$ cat src/rtl/flash_bus_pkg.sv
// Shared types and constants for the 6809-to-SPI-flash read bridge.
// The decode defaults are also used by the top-level address decoder.
package flash_bus_pkg;

  typedef enum logic [2:0] {
    ST_IDLE,
    ST_LOOKUP,
    ST_REQ,
    ST_BUSY,
    ST_DONE
  } state_e;

  localparam int          TMO_W          = 10;
  localparam logic [7:0]  ERR_FILL       = 8'hFF;
  localparam logic [15:0] FLASH_BASE_DEF = 16'hC000;
  localparam logic [15:0] FLASH_MASK_DEF = 16'hC000;

  function automatic logic in_window(input logic [15:0] addr,
                                     input logic [15:0] mask,
                                     input logic [15:0] base);
    return (addr & mask) == base;
  endfunction

endpackage

$ cat src/rtl/flash_read_cache.sv
// Single-entry read cache: one tag/data/valid register.
// An invalidate landing while a fill is in flight marks that fill as stale (kill).
module flash_read_cache
  import flash_bus_pkg::*;
(
  input  logic        clk,
  input  logic        rst_n,
  input  logic [15:0] lookup_addr,
  output logic        hit,
  output logic [7:0]  rdata,
  input  logic        fill,
  input  logic [7:0]  fill_data,
  input  logic        invalidate,
  input  logic        kill_clr
);

  logic        valid_q;
  logic        kill_q;
  logic [15:0] tag_q;
  logic [7:0]  data_q;

  // Lookup sees the registered valid, so an invalidate in the lookup cycle
  // only takes effect on the next read.
  assign hit   = valid_q && (tag_q == lookup_addr);
  assign rdata = data_q;

  always_ff @(posedge clk or negedge rst_n) begin
    if (!rst_n) begin
      valid_q <= 1'b0;
      kill_q  <= 1'b0;
      tag_q   <= '0;
      data_q  <= '0;
    end else begin
      if (invalidate)    kill_q <= 1'b1;
      else if (kill_clr) kill_q <= 1'b0;

      if (fill) begin
        tag_q   <= lookup_addr;
        data_q  <= fill_data;
        valid_q <= !(kill_q || invalidate);
      end else if (invalidate) begin
        valid_q <= 1'b0;
      end
    end
  end

endmodule

$ cat src/rtl/flash_read_bridge.sv
// Decodes 6809 reads into the flash window, stretches the CPU with MRDY while
// the SPI controller fetches the byte, and serves repeat reads from a 1-entry cache.
module flash_read_bridge
  import flash_bus_pkg::*;
#(
  parameter logic [15:0] FLASH_BASE     = FLASH_BASE_DEF,
  parameter logic [15:0] FLASH_MASK     = FLASH_MASK_DEF,
  parameter logic [23:0] ADDR_OFFSET    = 24'h000000,
  parameter int          TIMEOUT_CYCLES = 1023
) (
  input  logic        clk,
  input  logic        i_RESET_N,
  input  logic [15:0] i_ADDRESS_BUS,
  input  logic        i_RW,
  input  logic        i_BUS_VALID,
  input  logic        i_INVALIDATE,
  input  logic        i_ERR_CLR,
  output logic        o_FLASH_REQ,
  output logic [23:0] o_FLASH_ADDR,
  input  logic        i_FLASH_READY,
  input  logic [7:0]  i_FLASH_DATA,
  output logic [7:0]  o_DATA,
  output logic        o_DATA_OE,
  output logic        o_MRDY,
  output logic        o_BUS_ERR
);

  localparam logic [TMO_W-1:0] TMO_LIM = TMO_W'(TIMEOUT_CYCLES);

  state_e            state_q, state_d;
  logic [15:0]       addr_q, addr_d;
  logic [TMO_W-1:0]  cnt_q, cnt_d;
  logic              gone_q, gone_d, gone_nx;
  logic              req_d, oe_d, mrdy_d, err_d, err_set;
  logic [23:0]       faddr_d;
  logic [7:0]        data_d;
  logic              hit_window, cache_hit, fill, kill_clr, xfer_end;
  logic [7:0]        cache_data;

  assign hit_window = i_BUS_VALID && in_window(i_ADDRESS_BUS, FLASH_MASK, FLASH_BASE);

  flash_read_cache u_cache (
    .clk         (clk),
    .rst_n       (i_RESET_N),
    .lookup_addr (addr_q),
    .hit         (cache_hit),
    .rdata       (cache_data),
    .fill        (fill),
    .fill_data   (i_FLASH_DATA),
    .invalidate  (i_INVALIDATE),
    .kill_clr    (kill_clr)
  );

  always_ff @(posedge clk or negedge i_RESET_N) begin
    if (!i_RESET_N) begin
      state_q      <= ST_IDLE;
      addr_q       <= '0;
      cnt_q        <= '0;
      gone_q       <= 1'b0;
      o_FLASH_REQ  <= 1'b0;
      o_FLASH_ADDR <= '0;
      o_DATA       <= 8'h00;
      o_DATA_OE    <= 1'b0;
      o_MRDY       <= 1'b1;
      o_BUS_ERR    <= 1'b0;
    end else begin
      state_q      <= state_d;
      addr_q       <= addr_d;
      cnt_q        <= cnt_d;
      gone_q       <= gone_d;
      o_FLASH_REQ  <= req_d;
      o_FLASH_ADDR <= faddr_d;
      o_DATA       <= data_d;
      o_DATA_OE    <= oe_d;
      o_MRDY       <= mrdy_d;
      o_BUS_ERR    <= err_d;
    end
  end

  always_comb begin
    state_d  = state_q;
    addr_d   = addr_q;
    cnt_d    = cnt_q;
    gone_d   = gone_q;
    gone_nx  = gone_q;
    req_d    = o_FLASH_REQ;
    faddr_d  = o_FLASH_ADDR;
    data_d   = o_DATA;
    oe_d     = o_DATA_OE;
    mrdy_d   = o_MRDY;
    err_set  = 1'b0;
    fill     = 1'b0;
    kill_clr = 1'b0;
    xfer_end = 1'b0;

    unique case (state_q)
      ST_IDLE: begin
        if (hit_window) begin
          if (i_RW) begin
            addr_d  = i_ADDRESS_BUS;
            state_d = ST_LOOKUP;
          end else begin
            // Writes into ROM space: flag and park in DONE until the cycle ends.
            err_set = 1'b1;
            state_d = ST_DONE;
          end
        end
      end

      ST_LOOKUP: begin
        if (cache_hit) begin
          data_d  = cache_data;
          oe_d    = i_BUS_VALID;
          state_d = ST_DONE;
        end else begin
          mrdy_d   = 1'b0;
          req_d    = 1'b1;
          faddr_d  = ADDR_OFFSET + {8'h00, addr_q};
          cnt_d    = '0;
          gone_d   = !i_BUS_VALID;
          kill_clr = 1'b1;
          state_d  = ST_REQ;
        end
      end

      ST_REQ, ST_BUSY: begin
        // A CPU that walks away mid-fetch still gets its byte cached, just not driven.
        gone_nx = gone_q || !i_BUS_VALID;
        gone_d  = gone_nx;
        if (state_q == ST_BUSY && i_FLASH_READY) begin
          fill     = 1'b1;
          data_d   = i_FLASH_DATA;
          xfer_end = 1'b1;
        end else if (cnt_q == TMO_LIM) begin
          data_d   = ERR_FILL;
          err_set  = 1'b1;
          xfer_end = 1'b1;
        end else begin
          cnt_d = cnt_q + 1'b1;
          if (state_q == ST_REQ && !i_FLASH_READY) state_d = ST_BUSY;
        end
      end

      ST_DONE: begin
        if (!i_BUS_VALID) begin
          oe_d    = 1'b0;
          state_d = ST_IDLE;
        end
      end

      default: state_d = ST_IDLE;
    endcase

    if (xfer_end) begin
      req_d   = 1'b0;
      mrdy_d  = 1'b1;
      oe_d    = !gone_nx;
      state_d = gone_nx ? ST_IDLE : ST_DONE;
    end

    err_d = err_set ? 1'b1 : (i_ERR_CLR ? 1'b0 : o_BUS_ERR);
  end

endmodule
$ cat config.mk
export PLATFORM = sky130hd
export DESIGN_NAME = flash_read_bridge
export DESIGN_NICKNAME = d
export VERILOG_FILES = /design/src/rtl/flash_bus_pkg.sv /design/src/rtl/flash_read_cache.sv /design/src/rtl/flash_read_bridge.sv
export SDC_FILE = /design/constraint.sdc
export NUM_CORES = 1
export LEC_CHECK = 0
export BUFFER_PORTS_ARGS = -buffer_cell sky130_fd_sc_hd__buf_4
export CORE_ASPECT_RATIO = 1.5
export CORE_MARGIN = 3
export CORE_UTILIZATION = 50
export CTS_CLUSTER_DIAMETER = 150
export DETAILED_ROUTE_END_ITERATION = 10
export GPL_ROUTABILITY_DRIVEN = 0
export PLACE_DENSITY = 0.73
export SLEW_MARGIN = 20
export SYNTH_ARGS = -nofsm -noshare
export SYNTH_HDL_FRONTEND = slang
export SYNTH_SLANG_ARGS = --single-unit
$ cat constraint.sdc
create_clock -name clk -period 5.8 [get_ports clk]
set_input_delay 0.29 -clock clk [delete_from_list [all_inputs] [get_ports clk]]
set_output_delay 0.29 -clock clk [all_outputs]
set_load 0.01 [all_outputs]
==> summary.txt, run 1 <==
fin crit share -> 0.487
CTS tree -> done
Initial Util -> 0.519
Die Width -> 77.2 um
cts hold-fix bufs -> 0
Final Slew Violations -> 0
antenna viol nets, final -> 0
vias in the first global route -> 2638
P&R area growth vs syn -> 17.5%
Lkg Pwr -> 2.08 nW
Boundary Pins -> 67
utilization after layout -> 0.610
via/cell ratio -> 5.23
clk sinks -> 84
Syn Std Cell Area -> 3800 um^2
Filler Cells Inserted -> 627
Max Fclk -> 0.354 GHz
sequential cell area fraction in the yosys report -> 0.553
RR Endpoint -> u_cache.tag_q[6]$_DFFE_PN0P_
Die H -> 113 um
flops & latches, synth -> 84
Post-DP HPWL -> 5200 um
r2r worst-path depth -> 4
Remaining Overflow, GRT -> 0
MaxCap Viol Count -> 0
Tot GR Track Use -> 0.176
# diodes -> 0
first-iteration detailed-routing DRC count -> 176
Critical Path RT -> 6.03 ns
CP Capture Type -> flip-flop
Routed WL -> 7190 um
Root Driver -> clkbuf_8
Hold WC Path Type -> input pin to asynchronous set/reset pin
crit start category -> flip-flop
share of cells above drive strength 1 -> 0.338
via count -> 2519
Post-CTS Setup Inserts -> 0
post-route DRC violation count -> 0
Final setup viols -> 0
worst skew pair latency -> 0.34 ns
WS Path Type -> flip-flop to flip-flop
I/O Buffers -> 58
pwr dens -> 505 nW/um^2
first-pass GRT wire length -> 12300 um
1st-pass router iterations -> 4
clock buffer count from CTS -> 9
flop-to-flop setup slack -> 2.98 ns
Max IR drop VDD -> 0.000305 V
yosys warns -> 0
cts repair resizes -> 0
CTS clock-pin slew for the worst setup and hold paths -> 0.08 ns
initial antenna violation count -> 0
H-tree Lvls -> 3
Slew Limit Headroom -> 0.383
crit path DAT -> 3.05 ns
Core Region -> 7320 um^2
worst hold margin -> -0.0404 ns
synthesized netlist cell count -> 320
failing checks -> negative hold slack
setup TNS -> 0 ns
status -> finished, violations left
crit path max fanout -> 19
Mapped Avg Cell Area -> 11.9 um^2
Worst Max-Slew Pin Slew -> 0.923 ns
Final min period -> 2.82 ns
die area -> 8710 um^2
worst r2r src -> state_q[1]$_DFFE_PN0P_
largest net degree at the start of global routing -> 85
row count -> 38
Final nets -> 409
Hold Fails Final Rpt -> 19
RSZ-0062 raised after global routing -> no
Clock Tree Buf Depth -> 2
Setup Skew -> 0.00539 ns
Yosys cell types -> 45
WL/cell -> 14.9 um
[cells in the final DEF, fill, tap and decap left out, types with 2 or more instances in the layout]
master and n:
a21o_1 2, a21oi_1 5, and3_1 2, buf_4 59, clkbuf_8 11, clkinvlp_4 2, conb_1 8, dfrtp_1 83
inv_1 15, mux2_1 6, mux2_2 45, mux2i_1 8, nand2_1 18, nand2b_1 2, nand3_1 8, nand3b_1 2
nand4_1 2, nand4_2 2, nor2_1 21, nor2b_1 9, nor3_1 9, nor4_1 3, o211ai_1 2, o21ai_0 10
o22ai_1 9, or2_2 2, or3_1 3, xnor2_1 12, xor2_1 4
[final cells by class]
class	instances	area, um^2	area share
clock inverters	5	43.8	0.00980
multi-input cells	207	1540	0.344
repair buffers	60	454	0.102
flip-flops and latches	84	2100	0.471
clock buffers	11	151	0.0339
inverters	15	56.3	0.0126
well taps	100	125	0.0280
[flip-flops by register name, indices dropped and copies added, names as in the netlist, 3 cells and up]
register and flops:
o_FLASH_ADDR 16, u_cache.rdata 8, addr_q 16, u_cache.tag_q 16, cnt_q 10, state_q 3, o_DATA 8
[power breakdown]
part / total, mW / switching, mW / internal, mW
Sequential: 1.03 / 0.197 / 0.838
Combinational: 0.824 / 0.373 / 0.450
Clock: 0.400 / 0.215 / 0.184
[cell usage after synthesis (all sizes together)]
master / number / area [um^2]
dfrtp: 83 / 2080
nor2b: 9 / 56.3
o221ai: 1 / 8.76
o211ai: 2 / 15.0
ha: 1 / 12.5
mux2: 51 / 574
or2: 3 / 18.8
and4b: 1 / 10.0
nand3b: 2 / 15.0
or3: 3 / 18.8
clkbuf: 6 / 23.8
a21o: 2 / 15.0
and3: 2 / 12.5
o21a: 1 / 7.51
a21oi: 5 / 25.0
a31oi: 2 / 27.5
dfstp: 1 / 26.3
a211oi: 1 / 7.51
nand3: 8 / 40.0
buf: 15 / 110
nor3: 9 / 45.0
or4b: 1 / 10.0
nand2: 18 / 67.6
o211a: 1 / 10.0
o21ai: 11 / 66.3
nor2: 21 / 78.8
inv: 15 / 56.3
mux2i: 8 / 80.1
nor4: 3 / 18.8
or3b: 1 / 8.76
xor2: 4 / 35.0
o2111ai: 1 / 8.76
conb: 1 / 3.75
xnor2: 12 / 105
o22ai: 9 / 56.3
nand2b: 2 / 12.5
nand4: 4 / 37.5
[critical path: stages (launching register included)]
cell	delay [ns]
dfrtp_1	0.51
nor2b_1	0.78
nand3_1	0.67
buf_4	0.44
mux2_2	0.30
[per-stage QoR]
| stage | worst slack, ns | instance area (um^2) | total power [mW] | cells | hold WS, ns |
|---|---|---|---|---|---|
| global route | 2.77 | 4470 | 2.43 | 482 | 0.0194 |
| finish | 2.98 | 4470 | 2.26 | 482 | -0.0404 |
| global placement | 3.13 | 4270 | 1.84 | 466 | 0.459 |
| CTS | 2.95 | 4470 | 2.29 | 482 | 0.0862 |
| floorplan | 3.72 | 3830 | 1.58 | 327 | -0.00559 |
| detailed placement | 3.02 | 4270 | 1.88 | 466 | 0.467 |
[logic make-up (layout without fill, tap and decap cells)]
kind of cell | count (synthesis) | count (layout) | synth area share
mux | 59 | 59 | 0.172
fa+ha+maj | 1 | 1 | 0.00329
compound gates | 36 | 36 | 0.0652
simple gates | 87 | 87 | 0.118
flops | 84 | 84 | 0.553
other cells | 1 | 8 | 0.000986
buf+inv | 36 | 91 | 0.0500
xor+xnor | 16 | 16 | 0.0369
[worst max-delay path by stage]
stage	from	endpoint	slack [ns]	depth (start not counted)
after detailed placement	state_q[1]$_DFFE_PN0P_	u_cache.tag_q[5]$_DFFE_PN0P_	3.02	4
after CTS	state_q[1]$_DFFE_PN0P_	u_cache.tag_q[6]$_DFFE_PN0P_	2.95	4
after global placement	state_q[1]$_DFFE_PN0P_	u_cache.tag_q[4]$_DFFE_PN0P_	3.13	4
final	state_q[1]$_DFFE_PN0P_	u_cache.tag_q[6]$_DFFE_PN0P_	2.98	4
after floorplan	u_cache.tag_q[2]$_DFFE_PN0P_	o_FLASH_ADDR[10]$_DFFE_PN0P_	3.72	9
after global routing	state_q[1]$_DFFE_PN0P_	u_cache.tag_q[6]$_DFFE_PN0P_	2.77	4
[layer usage]
metal,share of wire,global-route usage,up-vias
met5,0,0,-
met4,0.029,0.0831,0
met3,0.037,0.0382,19
met2,0.52,0.304,55
met1,0.41,0.209,1238
li1,-,-,1207
Power figures use the tool's default switching activity.
==> run 2: changes to the inputs <==
clock period = 2.7 ns   (was 5.8 ns; I/O delays follow)
==> summary.txt, run 2 (same netlist as run 1, synthesis figures left out) <==
pwr dens -> 1050 nW/um^2
commonest non-fill, non-tap cell in the layout -> dfrtp_1
Die Width -> 77.2 um
WS Path Type -> flip-flop to flip-flop
share of cells above drive strength 1 -> 0.328
r2r worst-path depth -> 6
first-iteration detailed-routing DRC count -> 123
RSZ-0062 raised after global routing -> no
Tot GR Track Use -> 0.172
P&R area growth vs syn -> 19.7%
Initial Util -> 0.519
crit path max fanout -> 4
Clock Tree Buf Depth -> 2
flop-to-flop setup slack -> 0.46 ns
vias in the first global route -> 2563
Post-DP HPWL -> 5040 um
worst hold margin -> 0.0182 ns
initial antenna violation count -> 0
Hold WC Path Type -> input pin to flip-flop
clk sinks -> 84
MaxCap Viol Count -> 0
Boundary Pins -> 67
WL/cell -> 14.4 um
I/O Buffers -> 58
Setup Skew -> 0.00580 ns
1st-pass router iterations -> 4
fin cells -> 493
crit start category -> flip-flop
Max Fclk -> 0.446 GHz
# diodes -> 0
Post-Place Cells -> 470
CTS clock-pin slew for the worst setup and hold paths -> 0.08 ns
clock buffer count from CTS -> 9
Lkg Pwr -> 2.12 nW
Worst Max-Slew Pin Slew -> 0.743 ns
fin crit share -> 0.831
Final Slew Violations -> 0
Max IR drop VDD -> 0.000565 V
Critical Path RT -> 2.93 ns
biggest registers after layout -> addr_q x16, o_FLASH_ADDR x16, u_cache.tag_q x16
Remaining Overflow, GRT -> 0
via count -> 2515
Hold Fails Final Rpt -> 0
Root Driver -> clkbuf_8
Slew Limit Headroom -> 0.505
Final min period -> 2.24 ns
Final nets -> 422
worst r2r src -> addr_q[1]$_DFFE_PN0P_
die area -> 8710 um^2
antenna viol nets, final -> 0
Routed WL -> 7090 um
Final setup viols -> 0
largest net degree at the start of global routing -> 85
CTS tree -> done
CP Capture Type -> flip-flop
first-pass GRT wire length -> 11800 um
highest-count cells in the layout ignoring fill and taps -> dfrtp_1 (83), buf_4 (63), mux2_2 (45)
Core Region -> 7320 um^2
worst setup path end -> o_DATA_OE$_DFFE_PN0P_
status -> finished, final reports clean
via/cell ratio -> 5.10
row count -> 38
Filler Cells Inserted -> 639
crit path launch -> addr_q[1]$_DFFE_PN0P_
H-tree Lvls -> 3
worst skew pair latency -> 0.35 ns
RR Endpoint -> o_DATA_OE$_DFFE_PN0P_
Die H -> 113 um
setup TNS -> 0 ns
post-route DRC violation count -> 0
crit path DAT -> 2.47 ns
==> run 2: metal layers <==
layer | vias up | global-route usage | share of wire
met5 | - | 0 | 0
met4 | 0 | 0.0808 | 0.017
met3 | 8 | 0.0446 | 0.038
met2 | 41 | 0.292 | 0.52
met1 | 1236 | 0.202 | 0.42
li1 | 1230 | - | -
==> run 2: timing repair <==
action | CTS | global route
endpoints found under the hold margin | 7 | 85
resized for setup | 0 | 0
setup buffers | 0 | 0
endpoints found under the setup margin | 0 | 0
hold buffers | 6 | 3
==> run 2: how the worst min path moves through the flow <==
stage / startpoint / to / slack (ns) / depth (start not counted)
after floorplan: i_RESET_N / addr_q[0]$_DFFE_PN0P_ / -0.16 / 0
after global placement: i_INVALIDATE / u_cache.valid_q$_DFFE_PN0P_ / 0.30 / 2
after detailed placement: i_INVALIDATE / u_cache.valid_q$_DFFE_PN0P_ / 0.31 / 2
after CTS: i_RESET_N / cnt_q[8]$_DFFE_PN0P_ / 0.0006 / 1
after global routing: i_ADDRESS_BUS[6] / addr_q[6]$_DFFE_PN0P_ / 0.0003 / 2
final: i_ADDRESS_BUS[5] / addr_q[5]$_DFFE_PN0P_ / 0.02 / 2
==> run 2: layout make-up <==
| cell class | count | area [um^2] | share of cell area |
|---|---|---|---|
| clock buffer | 12 | 145 | 0.0319 |
| clock inverter | 2 | 12.5 | 0.00275 |
| inverter | 15 | 56.3 | 0.0124 |
| multi-input combinational | 207 | 1540 | 0.337 |
| sequential | 84 | 2100 | 0.462 |
| tap | 100 | 125 | 0.0275 |
| timing repair buffer | 73 | 574 | 0.126 |
==> run 2: per-stage QoR <==
| step | instance area, um^2 | total power, mW | utilization | worst slack (ns) |
|---|---|---|---|---|
| final | 4550 | 4.78 | 0.622 | 0.455 |
| after floorplan | 3830 | 3.40 | - | 0.622 |
| after detailed placement | 4300 | 4.06 | 0.587 | 0.416 |
| after global placement | 4300 | 4.00 | 0.587 | 0.503 |
| after global routing | 4550 | 5.13 | 0.622 | 0.196 |
| after CTS | 4520 | 4.84 | 0.617 | 0.403 |
==> run 2: where the power goes <==
group	internal, mW	switching, mW
logic	0.995	0.809
registers	1.80	0.413
clock network	0.348	0.418
total	3.14	1.64
==> run 2: critical path, cell delays in order (launching register included) <==
cell     delay [ns]
dfrtp_1        0.41
xor2_1         0.17
nor4_1         0.33
or4b_1         0.55
nor4_1         0.39
or3b_2         0.20
nand3_1        0.08
==> run 3: changes to the inputs <==
PLACE_DENSITY = 0.75   (was 0.73)
clock period = 1.8 ns   (was 2.7 ns; I/O delays follow)
==> summary.txt, run 3 (same netlist as run 1, synthesis figures left out) <==
Root Driver -> clkbuf_8
commonest non-fill, non-tap cell in the layout -> buf_4
MaxCap Viol Count -> 0
first-iteration detailed-routing DRC count -> 115
WL/cell -> 14.5 um
crit start category -> flip-flop
Pwr Total -> 8.73 mW
share of cells above drive strength 1 -> 0.445
dpl ws -> -0.347 ns
Max Fclk -> 0.503 GHz
via/cell ratio -> 5.12
Boundary Pins -> 67
via count -> 2846
crit path max fanout -> 8
antenna viol nets, final -> 0
first-pass GRT wire length -> 13800 um
Die Width -> 77.2 um
initial antenna violation count -> 0
clk sinks -> 84
largest net degree at the start of global routing -> 39
status -> finished, violations left
Hold WC Path Type -> input pin to flip-flop
Routed WL -> 8070 um
vias in the first global route -> 2950
Critical Path RT -> 2.03 ns
Remaining Overflow, GRT -> 0
P&R area growth vs syn -> 41.0%
RSZ-0062 raised after global routing -> yes
crit path DAT -> 2.22 ns
Tot GR Track Use -> 0.199
setup TNS -> -4.35 ns
Final setup viols -> 27
worst hold margin -> 0.0352 ns
biggest registers after layout -> addr_q x16, o_FLASH_ADDR x16, u_cache.tag_q x16
Lkg Pwr -> 2.58 nW
H-tree Lvls -> 3
Die H -> 113 um
Initial Util -> 0.519
Core Region -> 7320 um^2
Clock Tree Buf Depth -> 2
Max IR drop VDD -> 0.000971 V
die area -> 8710 um^2
utilization after layout -> 0.732
row count -> 38
I/O Buffers -> 58
Final WS setup -> -0.189 ns
fin crit share -> 1.11
Post-DP HPWL -> 5650 um
Setup Skew -> 0.0146 ns
post-route DRC violation count -> 0
Final nets -> 484
clock buffer count from CTS -> 9
# diodes -> 0
highest-count cells in the layout ignoring fill and taps -> buf_4 (104), dfrtp_1 (82), mux2_2 (36)
Final min period -> 1.99 ns
r2r worst-path depth -> 7
worst skew pair latency -> 0.35 ns
1st-pass router iterations -> 4
Hold Path Depth -> 3
CP Capture Type -> flip-flop
failing checks -> negative setup slack
Final Slew Violations -> 0
Hold Fails Final Rpt -> 0
CTS tree -> done
WS Path Type -> flip-flop to flip-flop
pwr dens -> 1630 nW/um^2
CTS clock-pin slew for the worst setup and hold paths -> 0.08 ns
==> run 3: cell types whose count changed in the layout (fill, tap and decap cells not counted), sizes merged <==
cell,delta
bufinv,+3
dlygate4sd3,+15
buf,+47
clkinvlp,-1
clkbuf,-2
inv,+1
==> run 3: final cells by class <==
class                   count  area, um^2
clock buffers              10         128
clock inverters             5         110
fillers                   535        1960
inverters                  15        56.3
multi-input cells         207        1690
flip-flops and latches     84        2100
well taps                 100         125
repair buffers            135        1150
==> run 3: final timing paths <==
path / startpoint / end / slack, ns
max: u_cache.tag_q[13]$_DFFE_PN0P_ / o_FLASH_ADDR[8]$_DFFE_PN0P_ / -0.19
min: i_FLASH_READY / state_q[0]$_DFFE_PN0P_ / 0.04
max reg2reg: u_cache.tag_q[13]$_DFFE_PN0P_ / o_FLASH_ADDR[8]$_DFFE_PN0P_ / -0.19
min reg2reg: o_FLASH_REQ$_DFFE_PN0P_ / o_FLASH_REQ$_DFFE_PN0P_ / 0.50
max in group asynchronous: i_RESET_N / u_cache.rdata[6]$_DFFE_PN0P_ / 0.89
min in group asynchronous: i_RESET_N / cnt_q[9]$_DFFE_PN0P_ / 0.23
==> run 3: layer usage <==
| layer | wire, um | track usage | part of all wire |
|---|---|---|---|
| met1 | 3260 | 0.230 | 0.40 |
| met3 | 269 | 0.0406 | 0.033 |
| met4 | 115 | 0.0713 | 0.014 |
| met5 | 0 | 0 | 0 |
| met2 | 4430 | 0.360 | 0.55 |
==> run 3: critical path: stages (launching register included) <==
cell     delay [ns]
dfrtp_1        0.39
nor2b_4        0.13
or3_4          0.39
nor2_2         0.09
and4b_1        0.23
or2_4          0.19
buf_12         0.15
mux2_4         0.30
==> run 3: power breakdown <==
part | switching [mW] | leakage, nW | internal [mW]
Combinational | 1.61 | 1.42 | 2.26
Sequential | 0.556 | 1.04 | 2.70
Clock | 0.676 | 0.118 | 0.927
==> run 3: through the flow <==
stage,area [um^2],std cells
finish,5360,556
global route,5360,556
CTS,5310,555
detailed placement,4700,515
global placement,4700,515
floorplan,3840,327
==> run 3: timing repair <==
action,in CTS,in global routing
gates cloned,1,0
hold buffers,24,0
hold endpoints to repair,58,0
pin swaps,0,3
buffers inserted,0,2
setup endpoints to repair,28,36
gates resized for setup,28,12
